==> config.mk <==
export PLATFORM = sky130hd
export DESIGN_NAME = sr_latch_driver
export DESIGN_NICKNAME = d
export VERILOG_FILES = /design/src/rtl/sr_drv_pkg.sv /design/src/rtl/sr_drv_timer.sv /design/src/rtl/sr_latch_driver.sv
export SDC_FILE = /design/constraint.sdc
export NUM_CORES = 1
export LEC_CHECK = 0
export ABC_AREA = 1
export CAP_MARGIN = 20
export CORE_MARGIN = 4
export CORE_UTILIZATION = 35
export DETAILED_ROUTE_END_ITERATION = 8
export GPL_TIMING_DRIVEN = 0
export PLACE_DENSITY = 0.59
export SKIP_CTS_REPAIR_TIMING = 1
export SYNTH_ARGS = -nofsm -noshare
export SYNTH_HDL_FRONTEND = slang
export SYNTH_SLANG_ARGS = --single-unit
==> constraint.sdc <==
create_clock -name clk -period 1.3 [get_ports clk]
set_input_delay 0.325 -clock clk [delete_from_list [all_inputs] [get_ports clk]]
set_output_delay 0.325 -clock clk [all_outputs]
set_load 0.01 [all_outputs]
==> src/rtl/sr_drv_pkg.sv <==
// Shared types and command encodings for the SR latch driver and its timer.
// Used by sr_latch_driver (optional SR_DRV_STATS_EN build) and sr_drv_timer.
package sr_drv_pkg;

    typedef enum logic [2:0] {
        IDLE  = 3'd0,
        DRIVE = 3'd1,
        WAIT  = 3'd2,
        DONE  = 3'd3,
        ERR   = 3'd4
    } sr_drv_state_t;

    // {s,r} encodings; the SR element sets q on 01 and clears it on 10.
    localparam logic [1:0] CMD_HOLD = 2'b00;
    localparam logic [1:0] CMD_Q1   = 2'b01;
    localparam logic [1:0] CMD_Q0   = 2'b10;

    function automatic int max_int(input int a, input int b);
        return (a > b) ? a : b;
    endfunction

    function automatic logic [1:0] cmd_for(input logic tgt);
        return tgt ? CMD_Q1 : CMD_Q0;
    endfunction

    // Consistent feedback showing the target; q == q_bar never matches.
    function automatic logic fb_match(input logic q, input logic qbar, input logic tgt);
        return (q == tgt) && (qbar == ~tgt);
    endfunction

endpackage

==> src/rtl/sr_drv_timer.sv <==
// Loadable down-counter shared by the DRIVE (pulse width) and WAIT (timeout) phases.
// Load has priority over count-enable; the count stops at zero.
module sr_drv_timer
    import sr_drv_pkg::*;
#(
    parameter int CNT_W = 4
) (
    input  logic             clk,
    input  logic             reset_n,
    input  logic             load,
    input  logic [CNT_W-1:0] load_val,
    input  logic             en,
    output logic             zero
);

    logic [CNT_W-1:0] count_reg;

    always_ff @(posedge clk or negedge reset_n) begin
        if (!reset_n) begin
            count_reg <= '0;
        end else if (load) begin
            count_reg <= load_val;
        end else if (en && (count_reg != '0)) begin
            count_reg <= count_reg - 1'b1;
        end
    end

    assign zero = (count_reg == '0);

endmodule

==> src/rtl/sr_latch_driver.sv <==
// Request-driven initiator for an SR storage element: pulses s/r only when q must change,
// then confirms via q/q_bar feedback. Define SR_DRV_STATS_EN to add ok_cnt/err_cnt outputs.
module sr_latch_driver
    import sr_drv_pkg::*;
#(
    parameter int PULSE_W = 2,
    parameter int TIMEOUT = 8
) (
    input  logic       clk,
    input  logic       reset_n,
    input  logic       req_valid,
    output logic       req_ready,
    input  logic       req_val,
    input  logic       q_fb,
    input  logic       qbar_fb,
    output logic       s,
    output logic       r,
    output logic       busy,
    output logic       done,
`ifdef SR_DRV_STATS_EN
    output logic       err,
    output logic [7:0] ok_cnt,
    output logic [7:0] err_cnt
`else
    output logic       err
`endif
);

    localparam int CNT_W = $clog2(max_int(PULSE_W, TIMEOUT) + 1);
    localparam logic [CNT_W-1:0] DRIVE_LOAD = CNT_W'(PULSE_W - 1);
    localparam logic [CNT_W-1:0] WAIT_LOAD  = CNT_W'(TIMEOUT - 1);

    sr_drv_state_t    state_reg, state_next;
    logic             tgt_reg, tgt_next;
    logic [1:0]       cmd_reg, cmd_next;
    logic             done_reg, done_next;
    logic             err_reg, err_next;

    logic             tmr_load;
    logic [CNT_W-1:0] tmr_load_val;
    logic             tmr_en;
    logic             tmr_zero;

    sr_drv_timer #(
        .CNT_W (CNT_W)
    ) u_timer (
        .clk      (clk),
        .reset_n  (reset_n),
        .load     (tmr_load),
        .load_val (tmr_load_val),
        .en       (tmr_en),
        .zero     (tmr_zero)
    );

    always_ff @(posedge clk or negedge reset_n) begin
        if (!reset_n) begin
            state_reg <= IDLE;
            tgt_reg   <= 1'b0;
            cmd_reg   <= CMD_HOLD;
            done_reg  <= 1'b0;
            err_reg   <= 1'b0;
        end else begin
            state_reg <= state_next;
            tgt_reg   <= tgt_next;
            cmd_reg   <= cmd_next;
            done_reg  <= done_next;
            err_reg   <= err_next;
        end
    end

    always_comb begin
        state_next   = state_reg;
        tgt_next     = tgt_reg;
        tmr_load     = 1'b0;
        tmr_load_val = '0;
        tmr_en       = 1'b0;

        case (state_reg)
            IDLE: begin
                if (req_valid) begin
                    tgt_next = req_val;
                    if (fb_match(q_fb, qbar_fb, req_val)) begin
                        state_next = DONE;
                    end else begin
                        state_next   = DRIVE;
                        tmr_load     = 1'b1;
                        tmr_load_val = DRIVE_LOAD;
                    end
                end
            end
            // Feedback is deliberately ignored here so the full pulse is always issued.
            DRIVE: begin
                if (tmr_zero) begin
                    state_next   = WAIT;
                    tmr_load     = 1'b1;
                    tmr_load_val = WAIT_LOAD;
                end else begin
                    tmr_en = 1'b1;
                end
            end
            WAIT: begin
                if (fb_match(q_fb, qbar_fb, tgt_reg)) begin
                    state_next = DONE;
                end else if (tmr_zero) begin
                    state_next = ERR;
                end else begin
                    tmr_en = 1'b1;
                end
            end
            DONE:    state_next = IDLE;
            ERR:     state_next = IDLE;
            default: state_next = IDLE;
        endcase

        // Outputs are registered from the next state so they line up with state_reg.
        cmd_next  = (state_next == DRIVE) ? cmd_for(tgt_next) : CMD_HOLD;
        done_next = (state_next == DONE);
        err_next  = (state_next == ERR);
    end

    assign req_ready = (state_reg == IDLE);
    assign busy      = (state_reg != IDLE);
    assign s         = cmd_reg[1];
    assign r         = cmd_reg[0];
    assign done      = done_reg;
    assign err       = err_reg;

`ifdef SR_DRV_STATS_EN
    logic [7:0] ok_cnt_reg;
    logic [7:0] err_cnt_reg;

    always_ff @(posedge clk or negedge reset_n) begin
        if (!reset_n) begin
            ok_cnt_reg  <= 8'h00;
            err_cnt_reg <= 8'h00;
        end else begin
            if (done_next && (ok_cnt_reg != 8'hFF)) begin
                ok_cnt_reg <= ok_cnt_reg + 8'h01;
            end
            if (err_next && (err_cnt_reg != 8'hFF)) begin
                err_cnt_reg <= err_cnt_reg + 8'h01;
            end
        end
    end

    assign ok_cnt  = ok_cnt_reg;
    assign err_cnt = err_cnt_reg;
`endif

    a_no_cmd_11: assert property (@(posedge clk) disable iff (!reset_n) !(s && r));
    a_done_err_excl: assert property (@(posedge clk) disable iff (!reset_n) !(done && err));

endmodule

==> results of run 1 <==
final cells by class:
class / instances / area [um^2]
Multi-Input combinational cell: 61 / 392
Tap cell: 25 / 31.3
Inverter: 15 / 61.3
Timing Repair Buffer: 14 / 143
Fill cell: 192 / 837
Sequential cell: 12 / 302
Clock buffer: 4 / 36.3
report_power, final:
part | total [uW] | internal (uW) | switching [uW]
registers | 641 | 515 | 125
logic | 1260 | 550 | 706
clock network | 300 | 170 | 129
placed cells by master, fill, tap and decap left out, types with 2 or more instances in the layout:
cell type / synthesis / routed
inv_1: 12 / 9
buf_4: 0 / 3
nand2_1: 23 / 21
inv_2: 3 / 5
nand2_2: 1 / 3
nor2_1: 8 / 6
dlymetal6s2s_1: 0 / 6
nor2_4: 3 / 7
nor2_2: 4 / 2
nand3_1: 10 / 10
dfrtp_1: 12 / 11
clkbuf_4: 0 / 3
clkdlybuf4s50_1: 0 / 4
nor3_1: 2 / 2
synth_stat cells:
library cell  number
nand2_4            1
nand2_1           23
nor2_1             8
inv_2              3
nor3_1             2
ha_1               1
nand2_2            1
inv_1             12
nand3_1           10
o21bai_1           1
xnor2_1            1
nand3_2            2
nor2_4             3
nand3b_1           1
nor2_2             4
o21ai_2            1
nand4_1            1
xor2_1             1
dfrtp_1           12
kinds of logic (layout without fill, tap and decap cells):
group	Yosys count	count (layout)	share of synthesized area, %
simple gates	56	56	41.6
buf+inv	15	33	8.17
flops	12	12	43.6
compound gates	2	2	2.36
xor+xnor	2	2	2.54
fa+ha+maj	1	1	1.81
metrics by stage:
stage                     hold WS (ns)  cell area, um^2  setup TNS [ns]  util (%)  setup WS (ns)
after floorplan                 0.0294              689               0         -         0.0247
after global placement           0.508              831           -2.54      46.1         -0.313
after detailed placement         0.515              831           -2.78      46.1         -0.344
after CTS                        0.428              867           -2.17      48.1         -0.547
after global routing             0.437              965          -0.847      53.5         -0.173
final                            0.412              965          -0.222      53.5         -0.116
worst max-delay path: stages, from the launching register on:
cell and delay, ns:
dfrtp_1 0.43, nor2_4 0.14, nand2_1 0.07, dlymetal6s2s_1 0.17
metal layers:
metal | part of all wire [%] | vias to the layer above | wire (um)
met2 | 47 | 10 | 593
met5 | 0 | - | 0
li1 | - | 312 | -
met4 | 2.1 | 0 | 26
met3 | 4.7 | 5 | 59
met1 | 46 | 272 | 586
worst paths after layout:
path | from | endpoint | slack, ns | cells after the start
max | state_reg[2] | busy | -0.12 | 3
min | reset_n | u_timer.count_reg[2] | 0.41 | 1
max reg2reg | state_reg[2] | cmd_reg[1] | 0.02 | 6
min reg2reg | u_timer.count_reg[0] | u_timer.count_reg[0] | 0.54 | 3
max in group asynchronous | reset_n | state_reg[0] | 0.48 | 1
min in group clk | u_timer.count_reg[0] | u_timer.count_reg[0] | 0.54 | 3
==> metrics.csv, run 1 <==
stage,metric,value,unit
grt,met2 Track Usage GR,16.1,%
setup_path,critical path launch point type,flop,
timing,Least-Margin Pin Slew,0.570,ns
setup_path,kind of critical path,reg -> out,
final_layout,layout cell share with drive strength beyond 1,30.2,%
logic_synthesis,share of the synthesized area in the top cell type,43.6,%
routing,Post-route DRC,0,
setup_path,"Data arrival, critical path",1.09,ns
pwr,power per cell area,2280,nW/um^2
hold_path,worst min-delay path class,in -> async,
routing,total iterations of the first detailed-routing run,2,
place,post-DP HPWL,966,um
cts,clock buffer depth,2,
cts,CTS Root Cell,clkbuf_4,
timing,final hold violation count,0,
place,PortBufs,11,
routing,Antenna Nets Post-Route,0,
floorplan,DIE WIDTH,52.4,um
floorplan,starting density of the core,38.3,%
grt,Top Usage Layer GRT,met2,
logic_synthesis,Cells after Synth,88,
pwr,leak pwr,0.000554,uW
grt,met3 usage in global routing,3.42,%
timing,fmax,706,MHz
floorplan,I/O Pins,12,
cts,clk slew on worst S/H paths,0.08,ns
cts,Clock Latency Late Sink,0.27,ns
cts,clock sink count,12,
run_status,status,finished with violations,
logic_synthesis,sequential share of the synthesized area,43.6,%
final_layout,Final #Nets,114,
routing,"wirelength, routed",1.27,mm
grt,Overall Global Routing Usage,10.5,%
timing,normalized max-slew margin,61.9,%
logic_synthesis,Seq cells post-synth,12,
logic_synthesis,synth warn,0,
logic_synthesis,post-synth net total,95,
setup_path,CP required,0.98,ns
final_layout,# diodes,0,
timing,# setup viols final,2,
timing,final worst slack,-0.116,ns
floorplan,DIE AREA,2740,um^2
grt,met1 usage,13.0,%
routing,via density per instance,4.57,
final_layout,fin cells,131,
floorplan,core box area,1800,um^2
grt,initial antenna violation count,0,
logic_synthesis,Syn Area/Cell,7.83,um^2
grt,GR Overflow Total,0,
timing,final period utilization,109,%
grt,first-pass GRT wire length,2.06,mm
setup_path,Worst Setup End Kind,output port,
logic_synthesis,Mapped Area,689,um^2
final_layout,Area Growth Syn to Fin,39.9,%
cts,CTS tree,yes,
timing,Final Critical Period,1.42,ns
logic_synthesis,post-synth cell types,19,
grt,largest net degree at the start of global routing,13,
cts,clock buffer count from CTS,3,
place,Final Wtd Congestion,0.762,
grt,vias in the first global route,513,
pwr,Pwr Total,2200,uW
run_status,failing checks,negative setup slack,
flow_run,Max Cap Viol,0,
routing,Iter 0 DRT Violations,2,
pwr,Peak supply drop,1050,uV
final_layout,max FFs per register,4,
timing,final-report max-slew violation count,0,
routing,vias,599,
logic_synthesis,top post-synthesis cells by area,"dfrtp_1, nand2_1, nand3_1, inv_1, nor2_4",
logic_synthesis,post-synth top area cell,dfrtp_1,
timing,Final Skew,0.00436,ns
place,Post-Place Cells,124,
routing,drt wl/cell,9.66,um
setup_path,Crit Path Max Fanout,3,
cts,H-tree level count,1,
floorplan,chip height,52.4,um
floorplan,row count,15,
timing,RSZ-0062 raised after global routing,true,
Note: power is estimated with default switching activity, not from simulation.
==> run 2, diff against run 1 <==
PLACE_DENSITY = 0.57   (was 0.59)
clock period = 1.75 ns   (was 1.3 ns; I/O delays follow)
==> run 2 against run 1 <==
Against the previous run: the flow now finishes without violations; register-to-register slack improved by 0.33 ns; core utilization fell by 5.1 points; clock power fell by 26%; non-clock buffer count fell by 3; final cell count fell by 2.3%; worst setup slack improved by 0.28 ns; clock skew fell by 0.0025 ns; die area did not move; flip-flop and latch count did not move; largest cell class unchanged.
==> metrics.csv, run 2 (synthesized netlist as in run 1, its figures left out) <==
stage,metric,value,unit,change
setup_path,CP Launch Point,state_reg[0],,
cts,CTS tree,yes,,
grt,vias in the first global route,569,,+11%
setup_path,CP top delay family,flip-flops,,
place,Final Wtd Congestion,0.753,,-1.1%
timing,normalized max-slew margin,62.2,%,+0.35 points
routing,via density per instance,4.46,,-2.4%
floorplan,DIE WIDTH,52.4,um,unchanged
timing,final hold violation count,0,,unchanged
final_layout,layout cell share with drive strength beyond 1,18.4,%,-12 points
floorplan,core box area,1800,um^2,unchanged
final_layout,Final #Nets,111,,-2.6%
setup_path,CP endpoint,req_ready,,
grt,first-pass GRT wire length,2.35,mm,+14%
grt,initial antenna violation count,0,,unchanged
final_layout,Area Growth Syn to Fin,26.5,%,
final_layout,# diodes,0,,unchanged
floorplan,row count,15,,unchanged
timing,final period utilization,90.7,%,
cts,clk slew on worst S/H paths,0.08,ns,about the same
grt,largest net degree at the start of global routing,13,,unchanged
setup_path,Buf/Inv on CP,2,,+1
floorplan,chip height,52.4,um,unchanged
setup_path,Crit Path Max Fanout,4,,+1
timing,# setup viols final,0,,-2
place,post-placement setup slack,0.00421,ns,+0.348 ns
timing,RSZ-0062 raised after global routing,false,,
routing,total iterations of the first detailed-routing run,4,,+2
setup_path,kind of critical path,reg -> out,,
floorplan,DIE AREA,2740,um^2,unchanged
grt,Overall Global Routing Usage,11.5,%,+1.0 points
setup_path,Worst Setup End Kind,output port,,
setup_path,"Data arrival, critical path",1.15,ns,+0.06 ns
grt,GR Overflow Total,0,,unchanged
setup_path,Crit-path slowest cell,dfrtp_1,,
setup_path,cell chain of the critical path,nor2_2 > nand2_1 > inv_1 > dlymetal6s2s_1,,
routing,Antenna Nets Post-Route,0,,unchanged
cts,H-tree level count,1,,unchanged
timing,final worst slack,0.163,ns,+0.279 ns
timing,fmax,630,MHz,
routing,Iter 0 DRT Violations,6,,+4
timing,Final Critical Period,1.59,ns,
timing,Least-Margin Pin Slew,0.565,ns,-0.00517 ns
place,placed cell areas,831,um^2,unchanged
run_status,status,completed,,
final_layout,max FFs per register,4,,unchanged
grt,Top Usage Layer GRT,met2,,
setup_path,stages on the worst setup path,4,,+1
flow_run,Max Cap Viol,0,,unchanged
floorplan,I/O Pins,12,,unchanged
pwr,leak pwr,0.000477,uW,-14%
pwr,power per cell area,1700,nW/um^2,-25%
grt,met2 Track Usage GR,19.8,%,+3.7 points
cts,CTS Root Cell,clkbuf_4,,
place,PortBufs,11,,unchanged
routing,vias,571,,-4.7%
setup_path,Crit Reg-Reg Endpoint,u_timer.count_reg[1],,
grt,met3 usage in global routing,6.27,%,+2.8 points
place,post-DP HPWL,987,um,+2.2%
floorplan,starting density of the core,38.3,%,unchanged
cts,Clock Latency Late Sink,0.27,ns,about the same
setup_path,register-to-register setup slack,0.35,ns,+0.33 ns
final_layout,"commonest non-fill, non-tap cell in the layout",nand2_1,,
routing,"wirelength, routed",1.24,mm,-2.1%
setup_path,critical path launch point type,flop,,
final_layout,Post-Layout Inst Area,872,um^2,-9.6%
routing,Post-route DRC,0,,unchanged
timing,Final Skew,0.00186,ns,-0.00250 ns
routing,drt wl/cell,9.68,um,+0.16%
setup_path,Critical Path Max Stage Delay,0.42,ns,about the same
cts,clock buffer depth,2,,unchanged
setup_path,CP required,1.31,ns,+0.33 ns
setup_path,Reg2Reg Depth,9,,+3
final_layout,most frequent cells in the layout,"nand2_1, inv_1, dfrtp_1",,
hold_path,worst min-delay path class,in -> async,,
grt,met1 usage,12.6,%,-0.46 points
cts,clock buffer count from CTS,3,,unchanged
pwr,Peak supply drop,770,uV,-26%
timing,final-report max-slew violation count,0,,unchanged
cts,clock sink count,12,,unchanged
setup_path,R2R Path Start,u_timer.count_reg[0],,
## run 2: layer usage
layer	vias up	wire, um
met5	-	0
met4	0	9
met3	2	86
met2	11	582
met1	254	561
li1	304	-
## run 2: area by class of cell
type,count,area [um^2]
Clock buffer,4,36.3
Fill cell,183,930
Inverter,15,56.3
Multi-Input combinational cell,61,333
Sequential cell,12,300
Tap cell,25,31.3
Timing Repair Buffer,11,115
## run 2: worst reg2reg max path, cell delays in order, from the launching register on
cell	delay, ns
dfrtp_1	0.38
inv_1	0.09
ha_1	0.24
nand2_4	0.10
nand3_2	0.12
inv_2	0.06
nor2_4	0.14
nand2_2	0.07
nand2_1	0.06
nand2_1	0.04
## run 2: metrics by stage
stage | util [%] | power (uW) | hold WS [ns] | std cells | setup TNS [ns]
after floorplan | - | 1050 | 0.142 | 88 | 0
after global placement | 46.1 | 1270 | 0.511 | 124 | 0
after detailed placement | 46.1 | 1280 | 0.514 | 124 | 0
after CTS | 48.1 | 1510 | 0.524 | 128 | -0.325
after global routing | 48.4 | 1650 | 0.549 | 128 | 0
final | 48.4 | 1480 | 0.522 | 128 | 0
## run 2: where the power goes
group | internal (uW) | switching, uW
Clock | 126 | 95.6
Sequential | 380 | 73.4
Combinational | 340 | 466
## run 2: worst min path at each step
stage / from / endpoint / slack (ns) / depth (start not counted)
after floorplan: reset_n / cmd_reg[0] / 0.14 / 0
after global placement: u_timer.count_reg[0] / u_timer.count_reg[0] / 0.51 / 3
after detailed placement: u_timer.count_reg[0] / u_timer.count_reg[0] / 0.51 / 3
after CTS: u_timer.count_reg[0] / u_timer.count_reg[0] / 0.52 / 3
after global routing: reset_n / state_reg[1] / 0.55 / 1
final: reset_n / state_reg[2] / 0.52 / 1
==> run 3, diff against run 2 <==
DONT_BUFFER_PORTS = 1   (was unset)
PLACE_DENSITY = unset   (was 0.57)
PLACE_DENSITY_LB_ADDON = 0.25   (was unset)
TNS_END_PERCENT = 30   (was unset)
==> run 3 against run 2 <==
Against the previous run: critical path depth is 1 lower; non-clock buffer count down 10; total power fell by 12%; core utilization is 6.6 points lower; clock power shrank 29%; largest power group unchanged.
==> metrics.csv, run 3 (synthesized netlist as in run 1, its figures left out) <==
stage,metric,value,unit,change
floorplan,I/O Pins,12,,unchanged
timing,fmax,657,MHz,+4.3%
final_layout,# diodes,0,,unchanged
final_layout,Final Util,41.8,%,-6.6 points
routing,via density per instance,4.57,,+2.5%
pwr,Combinational Power Share,51.8,%,-2.6 points
final_layout,Final #Nets,101,,-9.0%
pwr,leak pwr,0.000415,uW,-13%
place,PortBufs,0,,-11
setup_path,critical path launch point type,flop,,
timing,final-report max-slew violation count,0,,unchanged
flow_run,Max Cap Viol,0,,unchanged
cts,Clock Latency Late Sink,0.26,ns,about the same
routing,Iter 0 DRT Violations,7,,+1
final_layout,"commonest non-fill, non-tap cell in the layout",nand2_1,,
place,post-DP HPWL,954,um,-3.4%
cts,H-tree level count,1,,unchanged
timing,normalized max-slew margin,64.0,%,+1.8 points
pwr,Peak supply drop,745,uV,-3.2%
grt,Overall Global Routing Usage,10.7,%,-0.78 points
pwr,Sw Ratio,45.8,%,+2.9 points
final_layout,max FFs per register,4,,unchanged
routing,"wirelength, routed",1.18,mm,-4.7%
pwr,power per cell area,1740,nW/um^2,+2.3%
pwr,sequential power share,36.1,%,+5.5 points
setup_path,"Data arrival, critical path",1.08,ns,-0.07 ns
floorplan,DIE WIDTH,52.4,um,unchanged
timing,Final Skew,0.00190,ns,+0.0000434 ns
timing,Least-Margin Pin Slew,0.538,ns,-0.0266 ns
cts,CTS tree,yes,,
run_status,status,completed,,
cts,CTS Root Cell,clkbuf_4,,
setup_path,Worst Setup End Kind,output port,,
floorplan,DIE AREA,2740,um^2,unchanged
cts,clock sink count,12,,unchanged
setup_path,kind of critical path,reg -> out,,
timing,Final Critical Period,1.52,ns,-0.0658 ns
timing,# setup viols final,0,,unchanged
final_layout,flip-flop and latch area,300,um^2,unchanged
final_layout,multi-input logic area,333,um^2,unchanged
grt,first-pass GRT wire length,2.11,mm,-10%
setup_path,Reg2Reg Depth,9,,unchanged
cts,clock buffer depth,2,,unchanged
cts,clk slew on worst S/H paths,0.06,ns,-0.02 ns
timing,final period utilization,86.9,%,-3.8 points
floorplan,starting density of the core,38.3,%,unchanged
hold_path,hold depth,4,,
floorplan,chip height,52.4,um,unchanged
grt,GR Overflow Total,0,,unchanged
pwr,Pwr Total,1310,uW,-12%
setup_path,Crit Path Max Fanout,4,,unchanged
pwr,Internal Pwr Total,710,uW,-16%
pwr,Clock power frac,12.1,%,-2.9 points
pwr,Switching Power,599,uW,-5.7%
cts,clock buffer count from CTS,3,,unchanged
timing,RSZ-0062 raised after global routing,false,,
final_layout,layout cell share with drive strength beyond 1,19.6,%,+1.1 points
timing,final hold violation count,0,,unchanged
grt,initial antenna violation count,0,,unchanged
routing,Antenna Nets Post-Route,0,,unchanged
floorplan,core box area,1800,um^2,unchanged
routing,Post-route DRC,0,,unchanged
hold_path,worst min-delay path class,in -> reg,,
routing,drt wl/cell,10.1,um,+4.3%
setup_path,CP required,1.31,ns,about the same
place,Final Wtd Congestion,0.798,,+5.9%
routing,vias,535,,-6.3%
timing,setup TNS,0,ns,unchanged
final_layout,Fillers,197,,+7.7%
grt,largest net degree at the start of global routing,13,,unchanged
floorplan,row count,15,,unchanged
routing,total iterations of the first detailed-routing run,2,,-2
grt,vias in the first global route,505,,-11%
final_layout,Area Growth Syn to Fin,9.26,%,
final_layout,most frequent cells in the layout,"nand2_1, inv_1, dfrtp_1",,
-- run 3: per-layer routing --
metal  global-route usage (%)  wire (um)  up-vias
met5                        0          0        -
met4                     2.55         14        0
met3                     5.98         65        2
met2                     16.5        541       12
met1                     12.9        559      238
li1                         -          -      283
-- run 3: worst paths after layout --
path / startpoint / end / slack, ns
worst max-delay path: state_reg[0] / req_ready / 0.23
worst min-delay path: req_val / tgt_reg / 0.41
worst max register to register: u_timer.count_reg[0] / u_timer.count_reg[1] / 0.34
worst min register to register: u_timer.count_reg[0] / u_timer.count_reg[0] / 0.52
max in group asynchronous: reset_n / cmd_reg[0] / 0.80
min in group asynchronous: reset_n / state_reg[2] / 0.59
-- run 3: power groups by stage --
stage | Sequential [uW] | Clock, uW | Combinational [uW]
finish | 473 | 158 | 678
global route | 492 | 182 | 783
CTS | 475 | 171 | 681
detailed placement | 480 | 0 | 679
global placement | 477 | 0 | 671
floorplan | 463 | 0 | 586
-- run 3: cell type report --
class | count | share of cell area (%)
Clock buffer | 3 | 2.99
Inverter | 15 | 7.48
Multi-Input combinational cell | 61 | 44.2
Sequential cell | 12 | 39.9
Tap cell | 25 | 4.15
Timing Repair Buffer | 1 | 1.33
-- run 3: critical path, cell delays in order (launching register included) --
cell and delay [ns]:
dfrtp_1 0.42, nor2_2 0.15, nand2_1 0.13, inv_1 0.12
-- run 3: per-stage QoR --
stage	hold slack, ns	instances	area (um^2)	setup WS, ns
3_3_place_gp	0.142	113	721	0.364
3_5_place_dp	0.142	113	721	0.333
2_1_floorplan	0.142	88	689	0.475
5_1_grt	0.422	117	753	0.126
6_report	0.414	117	753	0.229
4_1_cts	-0.150	116	743	0.211
